File: src/rtl/text_banner_pkg.sv
// rtl/text_banner_pkg.sv - shared constants and FSM encoding for the text banner
package text_banner_pkg;

    localparam logic [1:0] MSG_CRASH    = 2'd0;
    localparam logic [1:0] MSG_GAMEOVER = 2'd1;
    localparam logic [1:0] MSG_READY    = 2'd2;
    localparam logic [1:0] MSG_PAUSED   = 2'd3;

    localparam int MAX_CHARS = 10;

    // Font ROM character addresses (7-bit ASCII); spaces/padding map to blank glyph 0
    localparam logic [6:0] CH_BLANK = 7'h00;
    localparam logic [6:0] CH_A_UC  = 7'h41;
    localparam logic [6:0] CH_C_UC  = 7'h43;
    localparam logic [6:0] CH_D_UC  = 7'h44;
    localparam logic [6:0] CH_E_UC  = 7'h45;
    localparam logic [6:0] CH_G_UC  = 7'h47;
    localparam logic [6:0] CH_M_UC  = 7'h4D;
    localparam logic [6:0] CH_O_UC  = 7'h4F;
    localparam logic [6:0] CH_P_UC  = 7'h50;
    localparam logic [6:0] CH_R_UC  = 7'h52;
    localparam logic [6:0] CH_S_UC  = 7'h53;
    localparam logic [6:0] CH_U_UC  = 7'h55;
    localparam logic [6:0] CH_V_UC  = 7'h56;
    localparam logic [6:0] CH_Y_UC  = 7'h59;
    localparam logic [6:0] CH_A_LC  = 7'h61;
    localparam logic [6:0] CH_H_LC  = 7'h68;
    localparam logic [6:0] CH_R_LC  = 7'h72;
    localparam logic [6:0] CH_S_LC  = 7'h73;

    typedef enum logic [1:0] {
        IDLE   = 2'd0,
        REVEAL = 2'd1,
        HOLD   = 2'd2
    } state_e;

endpackage

File: src/rtl/text_banner_if.sv
// rtl/text_banner_if.sv - pixel-position in / font-lookup out bundle of the banner
// Ports: pix_x/pix_y from the sync counters; text_on, bit_addr, rom_addr toward font ROM / RGB mux.
interface text_banner_if;
    logic [9:0]  pix_x;
    logic [9:0]  pix_y;
    logic        text_on;
    logic [2:0]  bit_addr;
    logic [10:0] rom_addr;

    modport master (output pix_x, pix_y, input text_on, bit_addr, rom_addr);
    modport slave  (input pix_x, pix_y, output text_on, bit_addr, rom_addr);
endinterface

File: src/rtl/text_banner_msg_rom.sv
// rtl/text_banner_msg_rom.sv - combinational message table: (msg, col) -> (char_addr, len)
// Ports: msg_i message select, col_i char column; char_addr_o glyph (0 outside len), len_o length.
module text_msg_rom
    import text_banner_pkg::*;
(
    input  logic [1:0] msg_i,
    input  logic [3:0] col_i,
    output logic [6:0] char_addr_o,
    output logic [3:0] len_o
);
    always_comb begin
        char_addr_o = CH_BLANK;
        len_o       = 4'd0;
        case (msg_i)
            MSG_CRASH: begin
                len_o = 4'd5;
                case (col_i)
                    4'd0: char_addr_o = CH_C_UC;
                    4'd1: char_addr_o = CH_R_LC;
                    4'd2: char_addr_o = CH_A_LC;
                    4'd3: char_addr_o = CH_S_LC;
                    4'd4: char_addr_o = CH_H_LC;
                    default: char_addr_o = CH_BLANK;
                endcase
            end
            MSG_GAMEOVER: begin
                len_o = 4'd9;
                case (col_i)
                    4'd0: char_addr_o = CH_G_UC;
                    4'd1: char_addr_o = CH_A_UC;
                    4'd2: char_addr_o = CH_M_UC;
                    4'd3: char_addr_o = CH_E_UC;
                    4'd5: char_addr_o = CH_O_UC;
                    4'd6: char_addr_o = CH_V_UC;
                    4'd7: char_addr_o = CH_E_UC;
                    4'd8: char_addr_o = CH_R_UC;
                    default: char_addr_o = CH_BLANK;
                endcase
            end
            MSG_READY: begin
                len_o = 4'd5;
                case (col_i)
                    4'd0: char_addr_o = CH_R_UC;
                    4'd1: char_addr_o = CH_E_UC;
                    4'd2: char_addr_o = CH_A_UC;
                    4'd3: char_addr_o = CH_D_UC;
                    4'd4: char_addr_o = CH_Y_UC;
                    default: char_addr_o = CH_BLANK;
                endcase
            end
            default: begin
                len_o = 4'd6;
                case (col_i)
                    4'd0: char_addr_o = CH_P_UC;
                    4'd1: char_addr_o = CH_A_UC;
                    4'd2: char_addr_o = CH_U_UC;
                    4'd3: char_addr_o = CH_S_UC;
                    4'd4: char_addr_o = CH_E_UC;
                    4'd5: char_addr_o = CH_D_UC;
                    default: char_addr_o = CH_BLANK;
                endcase
            end
        endcase
    end
endmodule

File: src/rtl/text_banner.sv
// rtl/text_banner.sv - scaled text banner with typewriter reveal and blinking hold
// Ports: clk, reset (sync, active-high), enable, msg_sel, refr_tick (per-frame pulse),
//        pix (slave bundle: pix_x/pix_y in, text_on/bit_addr/rom_addr out, 1-cycle latency),
//        done (reveal complete).
module text_banner
    import text_banner_pkg::*;
#(
    parameter int X0            = 160,
    parameter int Y0            = 128,
    parameter int SX_LOG2       = 2,
    parameter int SY_LOG2       = 2,
    parameter int REVEAL_FRAMES = 6,
    parameter int BLINK_FRAMES  = 30
) (
    input  logic          clk,
    input  logic          reset,
    input  logic          enable,
    input  logic [1:0]    msg_sel,
    input  logic          refr_tick,
    text_banner_if.slave  pix,
    output logic          done
);
    localparam int FMAX = (REVEAL_FRAMES > BLINK_FRAMES) ? REVEAL_FRAMES : BLINK_FRAMES;
    localparam int FW   = (FMAX < 1) ? 1 : $clog2(FMAX + 1);
    localparam logic [FW-1:0] RF_LAST = FW'(REVEAL_FRAMES - 1);
    localparam logic [FW-1:0] BF_LAST = FW'(BLINK_FRAMES - 1);
    localparam logic [10:0]   X0_W    = 11'(X0);
    localparam logic [10:0]   Y0_W    = 11'(Y0);
    localparam logic [10:0]   H_W     = 11'(16 << SY_LOG2);

    state_e        state_q, state_d;
    logic [3:0]    shown_q, shown_d;
    logic [FW-1:0] frame_cnt_q, frame_cnt_d;
    logic          blink_q, blink_d;
    logic [1:0]    msg_q, msg_d;
    logic          text_on_q, text_on_d;
    logic [2:0]    bit_addr_q;
    logic [10:0]   rom_addr_q;

    logic [10:0] dx, dy, col_full;
    logic [2:0]  bit_idx;
    logic [3:0]  row, col_sel, len;
    logic [6:0]  char_addr;
    logic        in_win, restart;

    // Pixels left/above the origin wrap to large dx/dy and fall out via the range tests
    assign dx       = {1'b0, pix.pix_x} - X0_W;
    assign dy       = {1'b0, pix.pix_y} - Y0_W;
    assign col_full = dx >> (3 + SX_LOG2);
    assign bit_idx  = dx[SX_LOG2+2:SX_LOG2];
    assign row      = dy[SY_LOG2+3:SY_LOG2];
    // Far columns are clamped to an index beyond every message so the ROM returns blank
    assign col_sel  = (col_full < 11'(MAX_CHARS)) ? col_full[3:0] : 4'(MAX_CHARS);

    // Lookups follow the message that will be latched at this edge
    text_msg_rom u_rom (
        .msg_i       (msg_d),
        .col_i       (col_sel),
        .char_addr_o (char_addr),
        .len_o       (len)
    );

    assign restart = enable && (state_q != IDLE) && (msg_sel != msg_q);

    always_comb begin
        msg_d = msg_q;
        if (enable && ((state_q == IDLE) || (msg_sel != msg_q))) begin
            msg_d = msg_sel;
        end
    end

    always_ff @(posedge clk) begin
        if (reset) begin
            state_q     <= IDLE;
            shown_q     <= 4'd0;
            frame_cnt_q <= '0;
            blink_q     <= 1'b1;
            msg_q       <= 2'd0;
            text_on_q   <= 1'b0;
            bit_addr_q  <= 3'd0;
            rom_addr_q  <= 11'd0;
        end else begin
            state_q     <= state_d;
            shown_q     <= shown_d;
            frame_cnt_q <= frame_cnt_d;
            blink_q     <= blink_d;
            msg_q       <= msg_d;
            text_on_q   <= text_on_d;
            bit_addr_q  <= bit_idx;
            rom_addr_q  <= {char_addr, row};
        end
    end

    // Next state: enable low dominates, then a message change (which swallows any tick)
    always_comb begin
        state_d     = state_q;
        shown_d     = shown_q;
        frame_cnt_d = frame_cnt_q;
        blink_d     = blink_q;
        if (!enable) begin
            state_d     = IDLE;
            shown_d     = 4'd0;
            frame_cnt_d = '0;
            blink_d     = 1'b1;
        end else if (state_q == IDLE || restart) begin
            frame_cnt_d = '0;
            blink_d     = 1'b1;
            if (REVEAL_FRAMES == 0) begin
                state_d = HOLD;
                shown_d = len;
            end else begin
                state_d = REVEAL;
                shown_d = 4'd0;
            end
        end else if (state_q == REVEAL) begin
            if (refr_tick) begin
                if (frame_cnt_q == RF_LAST) begin
                    frame_cnt_d = '0;
                    shown_d     = shown_q + 4'd1;
                    if (shown_q + 4'd1 >= len) begin
                        state_d = HOLD;
                        shown_d = len;
                        blink_d = 1'b1;
                    end
                end else begin
                    frame_cnt_d = frame_cnt_q + FW'(1);
                end
            end
        end else if (state_q == HOLD) begin
            if (BLINK_FRAMES > 0 && refr_tick) begin
                if (frame_cnt_q == BF_LAST) begin
                    frame_cnt_d = '0;
                    blink_d     = ~blink_q;
                end else begin
                    frame_cnt_d = frame_cnt_q + FW'(1);
                end
            end
        end
    end

    // Visibility is judged against the state as it stands after this edge
    always_comb begin
        in_win    = ({1'b0, pix.pix_x} >= X0_W) && ({1'b0, pix.pix_y} >= Y0_W) &&
                    (dy < H_W) && (col_full < {7'd0, len});
        text_on_d = in_win && (col_full < {7'd0, shown_d}) && (char_addr != CH_BLANK) &&
                    (state_d != IDLE) && blink_d;
        done      = (state_q == HOLD);
    end

    assign pix.text_on  = text_on_q;
    assign pix.bit_addr = bit_addr_q;
    assign pix.rom_addr = rom_addr_q;
endmodule
File: src/flat_wrapper.sv
// flat-port wrapper written by rule: the top's interface ports become plain ports
module text_banner_flat import text_banner_pkg::*;
#(
    parameter int X0            = 160,
    parameter int Y0            = 128,
    parameter int SX_LOG2       = 2,
    parameter int SY_LOG2       = 2,
    parameter int REVEAL_FRAMES = 6,
    parameter int BLINK_FRAMES  = 30
)
  (clk, reset, enable, msg_sel, refr_tick, done, pix_pix_x, pix_pix_y, pix_text_on, pix_bit_addr, pix_rom_addr);
  text_banner_if pix_i ();
  input  logic clk;
  input  logic reset;
  input  logic enable;
  input  logic [1:0] msg_sel;
  input  logic refr_tick;
  output logic done;
  input wire logic [$bits(pix_i.pix_x)-1:0] pix_pix_x;
  input wire logic [$bits(pix_i.pix_y)-1:0] pix_pix_y;
  output wire logic [$bits(pix_i.text_on)-1:0] pix_text_on;
  output wire logic [$bits(pix_i.bit_addr)-1:0] pix_bit_addr;
  output wire logic [$bits(pix_i.rom_addr)-1:0] pix_rom_addr;
  assign pix_i.pix_x = pix_pix_x;
  assign pix_i.pix_y = pix_pix_y;
  assign pix_text_on = pix_i.text_on;
  assign pix_bit_addr = pix_i.bit_addr;
  assign pix_rom_addr = pix_i.rom_addr;
  text_banner #(.X0(X0), .Y0(Y0), .SX_LOG2(SX_LOG2), .SY_LOG2(SY_LOG2), .REVEAL_FRAMES(REVEAL_FRAMES), .BLINK_FRAMES(BLINK_FRAMES)) u_core (.clk(clk), .reset(reset), .enable(enable), .msg_sel(msg_sel), .refr_tick(refr_tick), .pix(pix_i), .done(done));
endmodule
File: config.mk
export PLATFORM = sky130hd
export DESIGN_NAME = text_banner_flat
export DESIGN_NICKNAME = d
export VERILOG_FILES = /design/src/rtl/text_banner_pkg.sv /design/src/rtl/text_banner_if.sv /design/src/rtl/text_banner_msg_rom.sv /design/src/rtl/text_banner.sv /design/src/flat_wrapper.sv
export SDC_FILE = /design/constraint.sdc
export NUM_CORES = 1
export LEC_CHECK = 0
export ABC_AREA = 0
export BUFFER_PORTS_ARGS = -buffer_cell sky130_fd_sc_hd__buf_2
export CAP_MARGIN = 0
export CORE_UTILIZATION = 50
export DETAILED_ROUTE_END_ITERATION = 16
export PLACE_DENSITY_LB_ADDON = 0.15
export SLEW_MARGIN = 20
export SYNTH_ARGS = -nofsm -noshare
export SYNTH_HDL_FRONTEND = slang
export SYNTH_HIERARCHICAL = 1
export SYNTH_SLANG_ARGS = --single-unit
File: constraint.sdc
create_clock -name clk -period 5.5 [get_ports clk]
set_clock_uncertainty 0.1 [all_clocks]
set_input_delay 0.55 -clock clk [delete_from_list [all_inputs] [get_ports clk]]
set_output_delay 0.55 -clock clk [all_outputs]
set_load 0.01 [all_outputs]
After elaboration in Yosys (flattened, before gate mapping)
Memories as Yosys holds them, arrays and structs flattened.
Index checks and enable logic that the tools add are counted.
W data, S select, Z words.
{"block": "classes", "n_lt_le_gt_ge": 7, "reduce_logical": 22, "eq_ne": 14, "n_addsub": 4, "bitwise": 2, "muxes": 34}
{"cell": "$pmux W7 S5", "n": 2}
{"cell": "$pmux W7 S6", "n": 1}
{"cell": "$mux W5", "n": 6}
{"cell": "$mux W4", "n": 7}
{"cell": "$sub A10 B8 Y11 const B", "n": 2}
{"cell": "$pmux W7 S3", "n": 1}
{"cell": "$ge A10 B8 Y1 const B", "n": 2}
{"cell": "$mux W2", "n": 7}
{"cell": "$lt A6 B4 Y1", "n": 2}
{"cell": "$lt A11 B7 Y1 const B", "n": 1}
{"cell": "$logic_and A1 B1 Y1", "n": 10}
{"cell": "$mux W1", "n": 9}
{"cell": "$eq A4 B2 Y1 const B", "n": 2}
{"cell": "$eq A4 B3 Y1 const B", "n": 2}
{"cell": "$pmux W4 S2", "n": 1}
{"cell": "$reduce_bool A7 Y1", "n": 1}
{"cell": "$lt A6 B4 Y1 const B", "n": 1}
{"cell": "$reduce_bool A2 Y1", "n": 3}
{"cell": "$add A5 B1 Y5 const B", "n": 1}
{"cell": "$eq A5 B3 Y1 const B", "n": 1}
{"cell": "$eq A5 B5 Y1 const B", "n": 1}
{"cell": "$add A4 B1 Y4 const B", "n": 1}
{"cell": "$eq A2 B1 Y1 const B", "n": 2}
{"cell": "$eq A2 B2 Y1 const B", "n": 2}
{"cell": "other kinds (11)", "n": 15}
{"block": "word_totals", "wordCells": 92, "mem_count": 1, "mem_bits_ro": 96, "inputBits": 26, "ff_bits": 29, "out_inout_bits": 16}
{"memory": "(no name shown)", "depth": 16, "width": 6, "read_ports": 1, "rd_ports_with_merged_regs": 0, "wr": 0, "line_no": "text_banner_msg_rom.sv:28", "text": "case (col_i)"}

Logic depth before layout (Yosys ltp)
Gate-level depths: netlist (run 1).
{"block": "depth", "word_depth": 19, "depth_mapped": 18, "depth_no_buf": 17}

Cells and area by module
Netlist (run 1), hierarchy kept.
{"mod": "text_banner", "seq_area_each_um2": 580.6, "cells_per_inst": 178, "instances": 1, "area_per_inst_um2": 1672.9}
{"mod": "text_msg_rom", "seq_area_each_um2": 0.0, "cells_per_inst": 62, "instances": 1, "area_per_inst_um2": 415.4}

Worst setup path before layout (run 1)
No wires, ideal clock.
{"block": "synth_path", "path_type": "input-to-reg", "startpoint": "input port enable", "endpoint": "register u_core.text_on_q (netlist: u_core/pix.text_on)", "required_time_ps": 5321, "arrival_time_ps": 3533, "path_buffers": 1, "cell_stages": 15, "path_slack_ps": 1788, "setup_time_ps": 79, "path_cell_list": "mux2_2 -> buf_4 -> nand2_1 -> ha_1 -> nand2b_1 -> a2111oi_2 -> nor3_1 -> o31ai_1 -> nand2_1 -> ha_1 -> nor4bb_1 -> nand3_1 -> a211oi_1 -> o211ai_1 -> a211oi_2"}
{"block": "synth_between", "elab_chain_len": 17, "elab_cells_between_ends": 39, "cone_classes": "order compare: 3; eq/ne: 2; mux: 21; reduce/logical: 13"}
{"element": "start, declared", "line_no": "flat_wrapper.sv:15", "text": "input logic enable;"}
{"element": "$logic_and A1 B1 Y1 (*)", "line_no": "text_banner.sv:67", "text": "if (enable && ((state_q == IDLE) || (msg_sel != msg_q))) begin"}
{"element": "$mux W2 (*)", "line_no": "text_banner.sv:67"}
{"element": "$eq A2 B2 Y1 / $logic_not A2 Y1 (equally long branches)", "line_no": "text_banner_msg_rom.sv:14", "text": "case (msg_i)"}
{"element": "$reduce_or A2 Y1 (no source line)"}
{"element": "$pmux W4 S2 (*)", "line_no": "text_banner_msg_rom.sv:14"}
{"element": "via u_core.len[0]", "line_no": "text_banner.sv:42", "text": "logic [3:0] row, col_sel, len;"}
{"element": "$ge A4 B4 Y1", "line_no": "text_banner.sv:120", "text": "if (shown_q + 4'd1 >= len) begin"}
{"element": "$mux W4", "line_no": "text_banner.sv:120"}
{"element": "$mux W4", "line_no": "text_banner.sv:117", "text": "if (frame_cnt_q == RF_LAST) begin"}
{"element": "$mux W4", "line_no": "text_banner.sv:116", "text": "if (refr_tick) begin"}
{"element": "$mux W4", "line_no": "text_banner.sv:115", "text": "end else if (state_q == REVEAL) begin"}
{"element": "$mux W4", "line_no": "text_banner.sv:105", "text": "end else if (state_q == IDLE || restart) begin"}
{"element": "$mux W4", "line_no": "text_banner.sv:100", "text": "if (!enable) begin"}
{"element": "$lt A6 B4 Y1", "line_no": "text_banner.sv:145", "text": "text_on_d = in_win && (col_full < {7'd0, shown_d}) && (char_addr != CH_BLANK) &&"}
{"element": "$logic_and A1 B1 Y1 (3 in series)", "line_no": "text_banner.sv:145"}
{"element": "$logic_and A1 B1 Y1 (*)", "line_no": "text_banner.sv:146", "text": "(state_d != IDLE) && blink_d;"}
{"element": "end signal, assigned", "line_no": "text_banner.sv:88", "text": "text_on_q <= text_on_d;"}
{"element": "end, declared", "line_no": "text_banner.sv:36", "text": "logic text_on_q, text_on_d;"}
The timed path passes the listed nets; every way through them passes the cells marked *.
A chain may end at the register's enable or synchronous reset.

Final worst setup path (run 1)
{"block": "layout_path", "startpoint": "input port enable", "endpoint": "register u_core.text_on_q (netlist: u_core/pix.text_on)"}
{"block": "layout_between", "elab_chain_len": 17, "elab_cells_between_ends": 39, "cone_classes": "order compare: 3; eq/ne: 2; mux: 21; reduce/logical: 13"}
{"element": "$logic_and A1 B1 Y1 (*)", "line_no": "text_banner.sv:67"}
{"element": "$mux W2 (*)", "line_no": "text_banner.sv:67"}
{"element": "via u_core.msg_d[0]", "line_no": "text_banner.sv:35", "text": "logic [1:0] msg_q, msg_d;"}
{"element": "$eq A2 B2 Y1 / $logic_not A2 Y1 (equally long branches)", "line_no": "text_banner_msg_rom.sv:14"}
{"element": "$reduce_or A2 Y1 (no source line)"}
{"element": "$pmux W4 S2 (*)", "line_no": "text_banner_msg_rom.sv:14"}
{"element": "via u_core.len[0]", "line_no": "text_banner.sv:42"}
{"element": "$ge A4 B4 Y1", "line_no": "text_banner.sv:120"}
{"element": "$mux W4", "line_no": "text_banner.sv:120"}
{"element": "$mux W4", "line_no": "text_banner.sv:117"}
{"element": "$mux W4", "line_no": "text_banner.sv:116"}
{"element": "$mux W4", "line_no": "text_banner.sv:115"}
{"element": "$mux W4", "line_no": "text_banner.sv:105"}
{"element": "$mux W4", "line_no": "text_banner.sv:100"}
{"element": "$lt A6 B4 Y1", "line_no": "text_banner.sv:145"}
{"element": "$logic_and A1 B1 Y1 (3 in series)", "line_no": "text_banner.sv:145"}
{"element": "$logic_and A1 B1 Y1 (*)", "line_no": "text_banner.sv:146"}
Marks and branches as above.

==> results of run 1 <==
sequential cells by signal, summed over array words and instances, names as in the netlist:
signal               flops
u_core/pix.rom_addr     11
u_core/msg_q             2
u_core/blink_q           1
u_core/frame_cnt_q       5
u_core/pix.bit_addr      3
u_core/shown_q           4
u_core/state_q           2
u_core/pix.text_on       1
metal layers:
metal | up-vias | share of wire, % | routed length [µm]
met2 | 31 | 47 | 1988
met1 | 833 | 48 | 2022
met3 | 7 | 3.8 | 162
met4 | 0 | 1.9 | 79
met5 | - | 0 | 0
li1 | 953 | - | -
final timing paths:
path / startpoint / end / cells after the start
max: enable / u_core/pix.text_on / 15
max reg2reg: u_core/msg_q[0] / u_core/pix.text_on / 14
min reg2reg: u_core/frame_cnt_q[1] / u_core/frame_cnt_q[1] / 2
min: pix_pix_x[2] / u_core/pix.bit_addr[0] / 2
power by group:
part | switching (mW) | internal [mW] | leakage, nW
Clock | 0.0810 | 0.113 | 0.0542
Sequential | 0.00204 | 0.217 | 0.237
Combinational | 0.0679 | 0.0467 | 0.778
Total | 0.151 | 0.376 | 1.07
cells by family after synthesis:
logic type	after synthesis	share of synthesized area (%)
and+or+nand+nor	91	25.94
AOI/OAI and AO/OA	57	20.91
DFF	29	27.80
buffers and inverters	27	6.051
adders and majority gates	21	12.58
xor gates and xnor gates	11	4.614
muxes	4	2.097
synthesized netlist by cell type (5+ instances only):
cell / n / area (µm²)
nand3_1: 5 / 25.02
nor3_1: 6 / 30.03
nand2b_1: 7 / 43.79
a21oi_1: 8 / 40.04
xor2_1: 8 / 70.07
dfxtp_1: 29 / 580.6
nor2_1: 19 / 71.32
nand2_1: 11 / 41.29
o21ai_0: 9 / 45.04
nor4_1: 6 / 37.54
inv_1: 18 / 67.56
ha_1: 21 / 262.8
nor2b_1: 19 / 118.9
worst register-to-register path, delay by kind of cell (launching register included):
kind / cells / cell delay [ns]
AO/OA/AOI/OAI: 5 / 1.45
multiplexers: 1 / 0.33
AND/OR/NAND/NOR: 6 / 1.03
adder cells (fa/ha/maj): 2 / 0.56
flip-flops: 1 / 0.35
area by class of cell:
cell class | count | share of cell area (%)
sequential | 29 | 24.27
timing repair buffer | 39 | 8.159
inverter | 19 | 2.981
clock buffer | 7 | 4.027
multi-input combinational | 184 | 57.74
tap | 50 | 2.615
clock inverter | 1 | 0.2092
==> flow_summary.yaml, run 1 <==
run_status:
  outcome: "finished, final reports clean"
logic_synthesis:
  synth_edf_count: 0
  ys.flop_type: "dfxtp_1"
  ys_seq_area_share_pct: 27.80
  avgSynthCellArea_um2: 8.701
  syn_inst: 240
  ys_async_sr_fraction_pct: 0
  syn-cell-area_um2: 2088
  ys_seq_elements: 29
  syn_nets: 287
  synth_warnings: 6
  yosysUniqueCellTypes: 65
floorplan:
  start_util_pct: 52.21
  die_area_um2: 4439
  io-pin-count: 42
  die-width_um: 66.63
  rows: 23
  core_um2: 4000
  die_h_um: 66.63
hold_path:
  hold_path.class: "input port to register"
job:
  maxCapViolCount: 0
place:
  gp_congestion: 0.7995
  dpl.cell_count: 321
  placed_cell_area_um2: 2291
  portBuffers: 39
  place_hpwl_um: 3295
  dp_worst_setup_slack_ns: 1.170
sta:
  setup_slack_ns: 1.467
  tightest_slew_ns: 0.6183
  final.min_clock_period_ns: 4.033
  rsz0062_at_grt: "no"
  fmax_mhz: 247.9
  final-max-slew-violation-count: 0
  setup_tns_ns: 0
  timing.final.crit_share_pct: 73.33
  final_hold_viol_count: 0
  finalSetupViolCount: 0
  fin_hold_ws_ns: 0.3731
  slew_headroom_pct: 58.63
layout:
  final-seq-area_um2: 580.6
  antennaDiodeCount: 0
  layout_commonest_cell: "buf_2"
  finalNetCount: 325
  layout.cells.non_filler: 329
  mostFrequentLayoutCells: "39 x buf_2, 29 x dfxtp_1, 21 x ha_1"
  final_util_pct: 59.81
  drive_above_1_share_pct: 23.30
  area.growth.synth_to_final_pct: 14.56
  multi_input_area_um2: 1381
  final_cell_area_um2: 2392
  fill_cells: 371
clock_network:
  clk_pin_slew_ns: 0.06
  cts_resized: 0
  ctsHoldBuffers: 0
  cts_setup_buffers: 0
  numCtsBuffers: 5
  cts_htree_levels: 2
  cts_tree: "done"
  root_buffer: "clkbuf_8"
  clock-sinks: 29
  clockBufferDepth: 2
  clk_latency_ns: 0.29
critical_path:
  critPathKind: "input port to register"
  setup.worst_path.start_class: "input port"
  critPathCaptureType: "register"
  path_cells: "buf_2, mux2_2, nand2_1, ha_1, nand2b_1, a2111oi_2, nor3_1, o31ai_1, nand2_1, ha_1, nor4bb_1, nand3_1, a211oi_1, o211ai_1, a211oi_2"
  critPathMaxStageDelay_ns: 0.46
  slowest_stage: "mux2_2"
  critPathArrivalTime_ns: 4.14
  critPathBufInv: 1
  worstPathRequired_ns: 5.61
  r2r_setup_slack_ns: 1.61
  cp_top_family: "compound AO/OA/AOI/OAI gates"
  worstPathMaxFanout: 15
detailed_routing:
  detail-route-antenna-nets: 0
  wl_per_cell_um: 12.92
  viasPerCell: 5.544
  vias: 1824
  drtIter0Drc: 145
  drt_pass1_iterations: 4
  finalWirelength_um: 4252
  drc_errors: 0
pwr:
  vdd_drop_max_mv: 0.1896
  power.leakage_nw: 1.069
  powerDensity_nw_per_um2: 220.4
  total_power_uw: 527.2
global_route:
  first_global_vias: 1575
  use_met1_pct: 25.90
  antenna_found_initial: 0
  grt_pass1_wl_um: 6879
  grt_start_max_net_pins: 19
  gr-usage-met2_pct: 32.83
  track_usage_pct: 20.63
  use_met3_pct: 5.822
  grt-ovfl-total: 0
  busiest_layer: "met2"
No activity file was read; power rests on OpenSTA's default activity.
==> inputs of run 2 (changes only) <==
--- a/config.mk
+++ b/config.mk
@@ -5,7 +5,7 @@
 export SDC_FILE = /design/constraint.sdc
 export NUM_CORES = 1
 export LEC_CHECK = 0
-export ABC_AREA = 0
+export ABC_AREA = 1
 export BUFFER_PORTS_ARGS = -buffer_cell sky130_fd_sc_hd__buf_2
 export CAP_MARGIN = 0
 export CORE_UTILIZATION = 50
==> constraint.sdc (replaced) <==
create_clock -name clk -period 4 [get_ports clk]
set_clock_uncertainty 0.1 [all_clocks]
set_input_delay 0.4 -clock clk [delete_from_list [all_inputs] [get_ports clk]]
set_output_delay 0.4 -clock clk [all_outputs]
set_load 0.01 [all_outputs]
==> run 2 against run 1 <==
Effect of this change: critical path depth up 9; cell area up 0.68%; worst setup slack worse by 0.73 ns; final cell count up 24%; flip-flop and latch count unchanged; non-clock buffer count unchanged; sequential power up 37%; area after synthesis down 0.60%.
==> flow_summary.yaml, run 2 <==
run_status:
  outcome: "finished, final reports clean"
floorplan:
  die-width_um: 66.43
  rows: 23
  io-pin-count: 42
  die_h_um: 66.43
  core_um2: 4000
  die_area_um2: 4413
  start_util_pct: 51.89
layout:
  final_cell_area_um2: 2409
  antennaDiodeCount: 0
  mostFrequentLayoutCells: "74 x nand2_1, 50 x inv_1, 43 x nor2_1"
  drive_above_1_share_pct: 19.05
  finalNetCount: 403
  final_util_pct: 60.21
  layout.cells.non_filler: 407
  layout_commonest_cell: "nand2_1"
  largest_reg_flops: 11
  fill_cells: 397
  area.growth.synth_to_final_pct: 16.03
critical_path:
  r2r-start: "u_core/msg_q[0]"
  critPathKind: "input port to register"
  r2r_end: "u_core/pix.text_on"
  setup.worst_path.start_class: "input port"
  path_cells: "buf_2, inv_1, nand2_1, nand2_1, nand2_1, bufinv_8, inv_1, ha_1, nand2_1, nand2_1, nand2_1, nand3_2, nand2_1, inv_1, o22ai_1, nand2_1, ha_1, nor3_1, nand3_1, a21oi_1, nand2_1, nor2_1, nand2_1, a21oi_2"
  worstPathRequired_ns: 4.11
  cpMostUsedCell: "nand2_1"
  critPathArrivalTime_ns: 3.37
  reg2reg_depth: 22
  critPathMaxStageDelay_ns: 0.32
  slowest_stage: "ha_1"
  critPathCaptureType: "register"
  worstPathMaxFanout: 9
  r2r_setup_slack_ns: 0.75
detailed_routing:
  finalWirelength_um: 4286
  wl_per_cell_um: 10.53
  vias: 1999
  detail-route-antenna-nets: 0
  viasPerCell: 4.912
  drc_errors: 0
  drtIter0Drc: 90
  drt_pass1_iterations: 4
logic_synthesis:
  synth_common_cells: "74 x nand2_1, 50 x inv_1, 43 x nor2_1, 29 x dfxtp_1, 21 x ha_1"
  yosysTopAreaCellShare_pct: 27.97
  ys_seq_area_share_pct: 27.97
  syn_nets: 359
  synth_area_leader_cell: "dfxtp_1"
  avgSynthCellArea_um2: 6.653
  yosysUniqueCellTypes: 31
  ys_async_sr_fraction_pct: 0
  syn_inst: 312
  yosys-top-cells-area: "dfxtp_1 28%, nand2_1 13%, ha_1 13%, inv_1 9.0%, nor2_1 7.8%"
  ys_seq_elements: 29
  synth_warnings: 6
  synth_edf_count: 0
  ys.flop_type: "dfxtp_1"
  synth.most_common_cell: "nand2_1"
  syn-cell-area_um2: 2076
pwr:
  power.leakage_nw: 1.260
  vdd_drop_max_mv: 0.1426
  powerDensity_nw_per_um2: 287.1
  total_power_uw: 691.4
sta:
  timing.final.crit_share_pct: 81.49
  setup_tns_ns: 0
  rsz0062_at_grt: "no"
  final.min_clock_period_ns: 3.260
  final_hold_viol_count: 0
  finalSetupViolCount: 0
  slew_headroom_pct: 69.93
  fmax_mhz: 306.8
  tightest_slew_ns: 0.4493
  final-max-slew-violation-count: 0
clock_network:
  clock-sinks: 29
  cts_resized: 0
  cts_tree: "done"
  numCtsBuffers: 5
  ctsHoldBuffers: 0
  root_buffer: "clkbuf_8"
  clk_latency_ns: 0.27
  clk_pin_slew_ns: 0.06
  cts_setup_buffers: 0
  cts_htree_levels: 2
  clockBufferDepth: 2
global_route:
  use_met3_pct: 3.276
  busiest_layer: "met2"
  track_usage_pct: 21.26
  antenna_found_initial: 0
  use_met1_pct: 25.23
  grt_pass1_wl_um: 7100
  gr-usage-met2_pct: 37.37
  first_global_vias: 1720
  grt_start_max_net_pins: 23
  grt-ovfl-total: 0
hold_path:
  min_path_cells: 3
  hold_path.class: "input port to register"
  hold_path_startpoint: "pix_pix_x[4]"
  min_to: "u_core/pix.bit_addr[2]"
place:
  gp_congestion: 0.9425
  place_hpwl_um: 3498
  dpl.cell_count: 399
  portBuffers: 39
  placed_cell_area_um2: 2326
job:
  maxCapViolCount: 0
run 2: layout make-up:
cell class	count	area [µm²]	area share (%)
Multi-Input combinational cell	226	1267	52.62
Sequential cell	29	580.6	24.10
Inverter	55	220.2	9.143
Timing Repair Buffer	39	195.2	8.104
Clock buffer	6	72.57	3.013
Tap cell	50	62.56	2.597
Clock inverter	2	10.01	0.4156
run 2: routing by layer:
metal / vias to the layer above / part of all wire [%]
li1: 1072 / -
met3: 6 / 3.4
met4: 0 / 1.6
met1: 883 / 47
met2: 38 / 48
met5: - / 0
run 2: cells by family after synthesis:
logic type | synth area share [%]
adders and majority gates | 12.66
xor gates and xnor gates | 3.375
DFF | 27.97
AOI/OAI and AO/OA | 9.765
buffers and inverters | 10.97
and+or+nand+nor | 35.26
run 2: critical path: cells and delay by family:
kind / cells / cell delay, ns
simple gates: 14 / 1.50
buf+inv: 5 / 0.59
fa+ha+maj: 2 / 0.52
compound gates: 3 / 0.36
run 2: worst max path at each step:
stage / from / end / slack (ns) / depth (start not counted)
global route: enable / u_core/pix.text_on / 0.41 / 22
global placement: enable / u_core/pix.text_on / 0.48 / 24
detailed placement: enable / u_core/pix.text_on / 0.43 / 24
finish: enable / u_core/pix.text_on / 0.74 / 24
CTS: enable / u_core/pix.text_on / 0.73 / 24
floorplan: enable / u_core/pix.text_on / 1.08 / 23
run 2: metrics by stage:
| step | hold slack (ns) | worst slack [ns] |
|---|---|---|
| 3_3_place_gp | 0.3845 | 0.4822 |
| 2_1_floorplan | 0.3693 | 1.084 |
| 3_5_place_dp | 0.3949 | 0.4314 |
| 4_1_cts | 0.2200 | 0.7262 |
| 6_report | 0.2235 | 0.7405 |
| 5_1_grt | 0.2261 | 0.4073 |
run 2: power by group:
| part | switching (mW) | internal, mW | total (mW) |
|---|---|---|---|
| logic | 0.105 | 0.0613 | 0.166 |
| clock network | 0.104 | 0.120 | 0.224 |
| registers | 0.00231 | 0.299 | 0.301 |
| total | 0.211 | 0.480 | 0.691 |
